### config.mk
export PLATFORM = sky130hd
export DESIGN_NAME = spi_slave_if_flat
export DESIGN_NICKNAME = d
export VERILOG_FILES = /design/src/rtl/spi_slave_if_if.sv /design/src/rtl/spi_slave_if.sv /design/src/flat_wrapper.sv
export SDC_FILE = /design/constraint.sdc
export NUM_CORES = 1
export LEC_CHECK = 0
export CORE_ASPECT_RATIO = 1.5
export CORE_MARGIN = 4
export CORE_UTILIZATION = 54
export DETAILED_ROUTE_END_ITERATION = 6
export GPL_TIMING_DRIVEN = 0
export PLACE_DENSITY = 0.75
export RECOVER_POWER = 100
export SLEW_MARGIN = 30
export SYNTH_ARGS = -nofsm -noshare
export SYNTH_HDL_FRONTEND = slang
export SYNTH_SLANG_ARGS = --single-unit
### constraint.sdc
create_clock -name clk -period 2.65 [get_ports clk]
set_input_delay 0.3975 -clock clk [delete_from_list [all_inputs] [get_ports clk]]
set_output_delay 0.3975 -clock clk [all_outputs]
set_load 0.01 [all_outputs]
### src/rtl/spi_slave_if_if.sv
// spi_slave_if_if: SPI pins plus the RAM-side command/response handshake
interface spi_slave_if_if #(parameter int DATA_W = 8);
  logic SS_n;
  logic MOSI;
  logic MISO;
  logic [DATA_W+1:0] rx_data;
  logic rx_valid;
  logic [DATA_W-1:0] tx_data;
  logic tx_valid;
  modport slave(input SS_n, MOSI, tx_data, tx_valid, output MISO, rx_data, rx_valid);
  modport master(output SS_n, MOSI, tx_data, tx_valid, input MISO, rx_data, rx_valid);
endinterface

### src/rtl/spi_slave_if.sv
// spi_slave_if: SPI slave deserialising command words for the RAM and serialising read data on MISO
module spi_slave_if #(
  parameter int DATA_W = 8
) (
  input logic clk,
  input logic rst,
  spi_slave_if_if.slave bus
);
  localparam int CW = $clog2(DATA_W + 3);
  localparam int TW = $clog2(DATA_W + 1);
  localparam logic [CW-1:0] FULL = CW'(DATA_W + 2);
  typedef enum logic [2:0] {IDLE, CHK_CMD, WRITE, READ_ADD, READ_DATA} state_t;
  state_t state, state_n;
  logic [CW-1:0] cnt;
  logic [DATA_W:0] rx_sr;
  logic [DATA_W-1:0] tx_sr;
  logic [TW-1:0] tx_left;
  logic tx_used, rd_addr_seen;
  logic shifting, last_bit, tx_wait;
  always_ff @(posedge clk or posedge rst)
    if (rst) state <= IDLE;
    else state <= state_n;
  always_comb begin
    state_n = state;
    if (state == IDLE) state_n = bus.SS_n ? IDLE : CHK_CMD;
    else if (bus.SS_n) state_n = IDLE;
    else if (state == CHK_CMD) state_n = !bus.MOSI ? WRITE : rd_addr_seen ? READ_DATA : READ_ADD;
  end
  assign shifting = state inside {WRITE, READ_ADD, READ_DATA};
  assign last_bit = shifting && cnt == FULL - 1'b1;
  // the RAM can only answer after it has seen rx_valid, so the rx_valid cycle is excluded
  assign tx_wait = state == READ_DATA && cnt == FULL && !bus.rx_valid && !tx_used;
  always_ff @(posedge clk or posedge rst)
    if (rst) begin
      cnt <= '0;
      rx_sr <= '0;
      tx_sr <= '0;
      tx_left <= '0;
      tx_used <= 1'b0;
      rd_addr_seen <= 1'b0;
      bus.rx_data <= '0;
      bus.rx_valid <= 1'b0;
      bus.MISO <= 1'b0;
    end else if (state == IDLE || bus.SS_n) begin
      cnt <= '0;
      tx_left <= '0;
      tx_used <= 1'b0;
      bus.rx_valid <= 1'b0;
      bus.MISO <= 1'b0;
    end else begin
      bus.rx_valid <= last_bit;
      if (shifting && cnt != FULL) begin
        rx_sr <= {rx_sr[DATA_W-1:0], bus.MOSI};
        cnt <= cnt + 1'b1;
      end
      if (last_bit) begin
        bus.rx_data <= {rx_sr, bus.MOSI};
        if (state == READ_ADD) rd_addr_seen <= 1'b1;
        else if (state == READ_DATA) rd_addr_seen <= 1'b0;
      end
      if (tx_wait && bus.tx_valid) begin
        tx_sr <= bus.tx_data;
        tx_used <= 1'b1;
        tx_left <= TW'(DATA_W);
      end else if (tx_left != '0) begin
        bus.MISO <= tx_sr[DATA_W-1];
        tx_sr <= tx_sr << 1;
        tx_left <= tx_left - 1'b1;
      end else begin
        bus.MISO <= 1'b0;
      end
    end
endmodule

### src/flat_wrapper.sv
// flat-port wrapper written by rule: the top's interface ports become plain ports
module spi_slave_if_flat 
#(
  parameter int DATA_W = 8
)
  (clk, rst, bus_SS_n, bus_MOSI, bus_tx_data, bus_tx_valid, bus_MISO, bus_rx_data, bus_rx_valid);
  spi_slave_if_if #(.DATA_W(DATA_W)) bus_i ();
  input logic clk;
  input logic rst;
  input wire logic [$bits(bus_i.SS_n)-1:0] bus_SS_n;
  input wire logic [$bits(bus_i.MOSI)-1:0] bus_MOSI;
  input wire logic [$bits(bus_i.tx_data)-1:0] bus_tx_data;
  input wire logic [$bits(bus_i.tx_valid)-1:0] bus_tx_valid;
  output wire logic [$bits(bus_i.MISO)-1:0] bus_MISO;
  output wire logic [$bits(bus_i.rx_data)-1:0] bus_rx_data;
  output wire logic [$bits(bus_i.rx_valid)-1:0] bus_rx_valid;
  assign bus_i.SS_n = bus_SS_n;
  assign bus_i.MOSI = bus_MOSI;
  assign bus_i.tx_data = bus_tx_data;
  assign bus_i.tx_valid = bus_tx_valid;
  assign bus_MISO = bus_i.MISO;
  assign bus_rx_data = bus_i.rx_data;
  assign bus_rx_valid = bus_i.rx_valid;
  spi_slave_if #(.DATA_W(DATA_W)) u_core (.clk(clk), .rst(rst), .bus(bus_i));
endmodule
==> results of run 1 <==
worst paths after layout:
check,slack (ns),to,from,cells after the start
setup / recovery,0.45,u_core.tx_sr[1],u_core.cnt[0],7
hold / removal,0.47,u_core.state[0],bus_SS_n,2
setup reg to reg,0.45,u_core.tx_sr[1],u_core.cnt[0],7
hold reg to reg,0.50,u_core.bus.rx_data[2],u_core.bus.rx_data[2],1
max in group asynchronous,1.50,u_core.cnt[2],rst,3
min in group asynchronous,0.59,u_core.tx_sr[3],rst,2
cells by family (layout without fill, tap and decap cells):
family	count (synthesis)	in the layout	share of synthesized area (%)
DFF	42	42	54.5
muxes	20	20	11.7
xor gates and xnor gates	2	2	0.909
buffers and inverters	15	47	3.44
AOI/OAI and AO/OA	24	24	8.96
and+or+nand+nor	55	55	17.9
adders and majority gates	4	4	2.60
metrics by stage:
step	utilization, %	instances	cell area (µm²)	hold WS, ns	power [µW]
finish	67.3	236	2300	0.473	1330
global route	67.3	236	2300	0.493	1410
CTS	68.1	236	2330	0.374	1360
detailed placement	65.5	228	2240	0.498	935
global placement	64.7	227	2210	0.487	918
floorplan	-	162	1930	0.458	872
final cells by class:
class                      instances  share of cell area [%]
tap                               42                    2.29
clock buffer                       7                    3.76
inverter                           8                    1.31
clock inverter                     1                   0.218
buffer                             7                    1.14
timing repair buffer              24                    10.9
multi-input combinational        105                    34.6
sequential                        42                    45.8
synthesized netlist by cell type (all sizes together):
cell and count:
dfrtp 42, mux2 20, nor2 14, or4 9, a21oi 8, inv 8
or3 8, o211a 7, nand2 5, nand3 5, clkbuf 4, ha 4
o21ai 4, buf 3, nand3b 3, and2b 2, nor3 2, nor3b 2
o211ai 2, o31ai 2, a41oi 1, and4bb 1, nand2b 1, nand4bb 1
nor4 1, or2 1, xnor2 1, xor2 1
layer usage:
metal | global-route usage [%] | up-vias | routed length, µm
met1 | 20.6 | 656 | 1470
met2 | 31.9 | 30 | 1980
met5 | 0 | - | 0
met4 | 6.96 | 0 | 62
met3 | 6.36 | 10 | 186
li1 | - | 645 | -
power by group:
group          internal, µW  total [µW]  leakage [µW]  switching, µW
combinational          84.1         149      0.000472           64.9
clock                   210         418     0.0000482            208
sequential              715         767      0.000560           51.6
total                  1010        1330       0.00108            325
flip-flops by register name (all words and copies together) (netlist names):
| signal | flops |
|---|---|
| u_core.state | 3 |
| u_core.tx_left | 4 |
| u_core.rx_sr | 9 |
| u_core.tx_sr | 8 |
| u_core.rd_addr_seen | 1 |
| u_core.bus.rx_valid | 1 |
| u_core.bus.MISO | 1 |
| u_core.bus.rx_data | 10 |
| u_core.cnt | 4 |
| u_core.tx_used | 1 |
==> impl_metrics.toml, run 1 <==
[clock_network]
cts_resized = 0
hold_buffers = 0
root_buffer = "clkbuf_8"
cts-buffers-inserted = 5
clock_latency_ns = 0.30
clock_path_buffers = 2
clock_sinks = 42
cts_tree = "built"
post-cts-setup-buffers = 0
path_clk_slew_ns = 0.07
htreeDepth = 2

[sta]
slew_headroom_pct = 49.7
report.final.setup_viol = 0
finalSetupTns_ns = 0
hold_viol = 0
tightest_slew_ns = 0.747
period_minus_slack_ns = 2.20
finalCritPeriodShare_pct = 83.2
rsz0062_at_grt = "no"
fmax_ghz = 0.454
drv_slew = 0
setup_ws_ns = 0.445
clock-skew-final_ns = 0.0110

[placed_design]
place_hpwl_mm = 2.69
place.gp.congestion = 0.797
preCtsSetupSlack_ns = 0.474
io_buffers = 23

[critical_path]
start_kind = "flip-flop"
critPathBufInv = 2
crit_path_cell_trace = "inv_1 -> ha_1 -> nand3b_1 -> or4_1 -> clkbuf_1 -> or3_1 -> o211a_1"
crit_arrival_ns = 2.38
end_kind = "flip-flop"
crit_family = "simple AND/OR/NAND/NOR gates"
critPathMaxFanout = 10
crit_slowest_cell = "or4_1"
path_class = "reg -> reg"
worst_path_largest_cell_delay_ns = 0.52
critPathRequiredTime_ns = 2.83

[finish]
fill_cells = 273
final_common_cell = "dfrtp_1"
final_cell_mix = "dfrtp_1, mux2_2, dlygate4sd3_1, nor2_1"
diodes = 0
drive_gt1_share_pct = 17.0
multi_input_area_um2 = 796
syn_to_final_growth_pct = 19.2
fin_nets = 210
regArea_um2 = 1050

[global_routing]
antenna_found_initial = 0
grt_pass1_wl_mm = 6.51
grt_overflow = 0
grt_max_degree = 30
grt_use_total_pct = 18.3
grt_pass1_vias = 1415

[routing]
final_antenna_net_count = 0
drc = 0
wirelength_mm = 3.70
wl_per_cell_um = 15.7
dr.pass1.iters = 4
drt_iter0_markers = 30
num_vias = 1341
vias_per_cell = 5.68

[synthesis]
netlist.area_leader.share_pct = 54.5
ys_warn_count = 0
synth_seq_cells = 42
ys_types = 36
avgSynthCellArea_um2 = 11.9
syn_area_um2 = 1930
syn_nets = 179
yosys-top-cells-area = "dfrtp_1, mux2_2, o211a_1, or4_1, ha_1"
yosysTopAreaCell = "dfrtp_1"
seq_area_frac_synth_pct = 54.5
synthCells = 162

[floorplan]
ios = 25
core_um2 = 3420
placementRows = 26
dieArea_um2 = 4610
die_w_um = 56.8
die_height_um = 81.2
initial_core_util_pct = 56.4

[status]
outcome = "finished, final reports clean"

[power_and_ir_drop]
p_leak_uw = 0.00108
power.density_nw_per_um2 = 581
ir_worst_vdd_uv = 501

[hold_path]
worstHoldPathType = "in -> reg"

[flow_run]
cap_violations = 0
Note: power is estimated with default switching activity, not from simulation.
==> run 2, diff against run 1 <==
==> constraint.sdc (replaced) <==
create_clock -name clk -period 2.1 [get_ports clk]
set_input_delay 0.315 -clock clk [delete_from_list [all_inputs] [get_ports clk]]
set_output_delay 0.315 -clock clk [all_outputs]
set_load 0.01 [all_outputs]
==> impl_metrics.toml, run 2 (synthesized netlist as in run 1, its figures left out) <==
[finish]
diodes = 0
syn_to_final_growth_pct = 20.7
fin_nets = 212
largest_register_ffs = 10
top_register = "u_core.bus.rx_data"
post-route-util_pct = 68.1
final_cell_mix = "dfrtp_1, mux2_2, dlygate4sd3_1, nor2_1, clkdlybuf4s50_1"
top_regs = "u_core.bus.rx_data x10, u_core.rx_sr x9, u_core.tx_sr x8"
final_common_cell = "dfrtp_1"
drive_gt1_share_pct = 21.4

[global_routing]
grt_max_degree = 30
antenna_found_initial = 0
grt_use_met1_pct = 20.6
use_met2_pct = 31.9
grt_pass1_vias = 1415
grt_pass1_wl_mm = 6.51
globalRouteMet3Util_pct = 6.36
grt_overflow = 0
grt_use_total_pct = 18.3
busiest_layer = "met2"

[hold_path]
hold_path_depth = 2
hp-start = "bus_SS_n"
worstHoldPathType = "in -> reg"
min_to = "u_core.state[0]"

[routing]
drc = 0
dr.pass1.iters = 4
num_vias = 1340
wl_per_cell_um = 15.7
final_antenna_net_count = 0
drt_iter0_markers = 29
wirelength_mm = 3.74
vias_per_cell = 5.63

[critical_path]
end_kind = "flip-flop"
start_kind = "flip-flop"
crit_arrival_ns = 2.17
r2r-end = "u_core.tx_sr[1]"
worst_path_largest_cell_delay_ns = 0.51
crit_path_cell_trace = "inv_1 -> ha_1 -> nand3b_4 -> or4_4 -> buf_6 -> or3_1 -> o211a_1"
path_class = "reg -> reg"
crit_slowest_cell = "or4_4"
critPathRequiredTime_ns = 2.28
r2r_cells = 7
r2r-start = "u_core.cnt[0]"
r2r_slack_ns = 0.11
critPathMaxFanout = 10

[sta]
hold_ws_ns = 0.396
tightest_slew_ns = 0.723
finalCritPeriodShare_pct = 94.6
hold_viol = 0
clock-skew-final_ns = 0.0106
rsz0062_at_grt = "no"
period_minus_slack_ns = 1.99
drv_slew = 0
report.final.setup_viol = 0
setup_ws_ns = 0.113
slew_headroom_pct = 51.4
fmax_ghz = 0.503

[clock_network]
hold_buffers = 0
root_buffer = "clkbuf_8"
htreeDepth = 2
clock_path_buffers = 2
cts_tree = "built"
path_clk_slew_ns = 0.07
clock_latency_ns = 0.30
cts-buffers-inserted = 5
clock_sinks = 42

[placed_design]
preCtsSetupSlack_ns = 0.00644
io_buffers = 23
place.gp.congestion = 0.797
place_hpwl_mm = 2.69

[power_and_ir_drop]
power.density_nw_per_um2 = 725
finalPower_uw = 1690
p_leak_uw = 0.00113
ir_worst_vdd_uv = 632

[flow_run]
cap_violations = 0

[floorplan]
placementRows = 26
dieArea_um2 = 4610
die_height_um = 81.2
ios = 25
initial_core_util_pct = 56.4
die_w_um = 56.8
core_um2 = 3420

[status]
outcome = "finished, final reports clean"
==> run 2: stage by stage <==
| stage | setup TNS, ns | area, µm² | instances |
|---|---|---|---|
| global placement | -0.942 | 2210 | 227 |
| floorplan | 0 | 1930 | 162 |
| finish | 0 | 2330 | 238 |
| detailed placement | 0 | 2240 | 228 |
| CTS | 0 | 2330 | 236 |
| global route | 0 | 2330 | 238 |
==> run 2: report_power, final <==
group	internal (µW)	switching [µW]
combinational	107	84.9
clock	265	263
sequential	903	63.6
total	1270	411
==> run 2: critical path, delay by kind of cell (launching register included) <==
kind / cells / cell delay, ns
adders and majority gates: 1 / 0.20
and+or+nand+nor: 3 / 0.93
buffers and inverters: 2 / 0.21
DFF: 1 / 0.41
AOI/OAI and AO/OA: 1 / 0.14
==> run 2: worst max-delay path by stage <==
stage	start	endpoint	slack, ns	depth (start not counted)
after CTS	u_core.cnt[0]	u_core.tx_sr[1]	0.04	7
after detailed placement	bus_tx_valid	u_core.tx_sr[3]	0.006	6
after global routing	u_core.state[1]	u_core.rx_sr[4]	0.02	5
final	u_core.cnt[0]	u_core.tx_sr[1]	0.11	7
after floorplan	u_core.cnt[0]	u_core.tx_sr[1]	0.19	7
after global placement	bus_tx_valid	u_core.tx_sr[2]	-0.13	5
==> run 2: final cells by class <==
| cell class | instances | area (µm²) |
|---|---|---|
| sequential | 42 | 1050 |
| clock buffer | 7 | 86.3 |
| multi-input combinational | 105 | 816 |
| inverter | 8 | 30.0 |
| buffer | 7 | 37.5 |
| clock inverter | 1 | 5.00 |
| tap | 42 | 52.6 |
| timing repair buffer | 26 | 246 |
| fill | 266 | 1090 |
==> run 2: layer usage <==
layer	vias to the layer above	routed length (µm)
li1	650	-
met1	651	1500
met2	33	1970
met3	6	195
met4	0	64
met5	-	0
==> run 2: what timing repair did <==
| item | 4_1_cts | 5_1_grt |
|---|---|---|
| setup buffers | 0 | 2 |
| setup endpoints to repair | 0 | 16 |
| gates resized for setup | 0 | 4 |
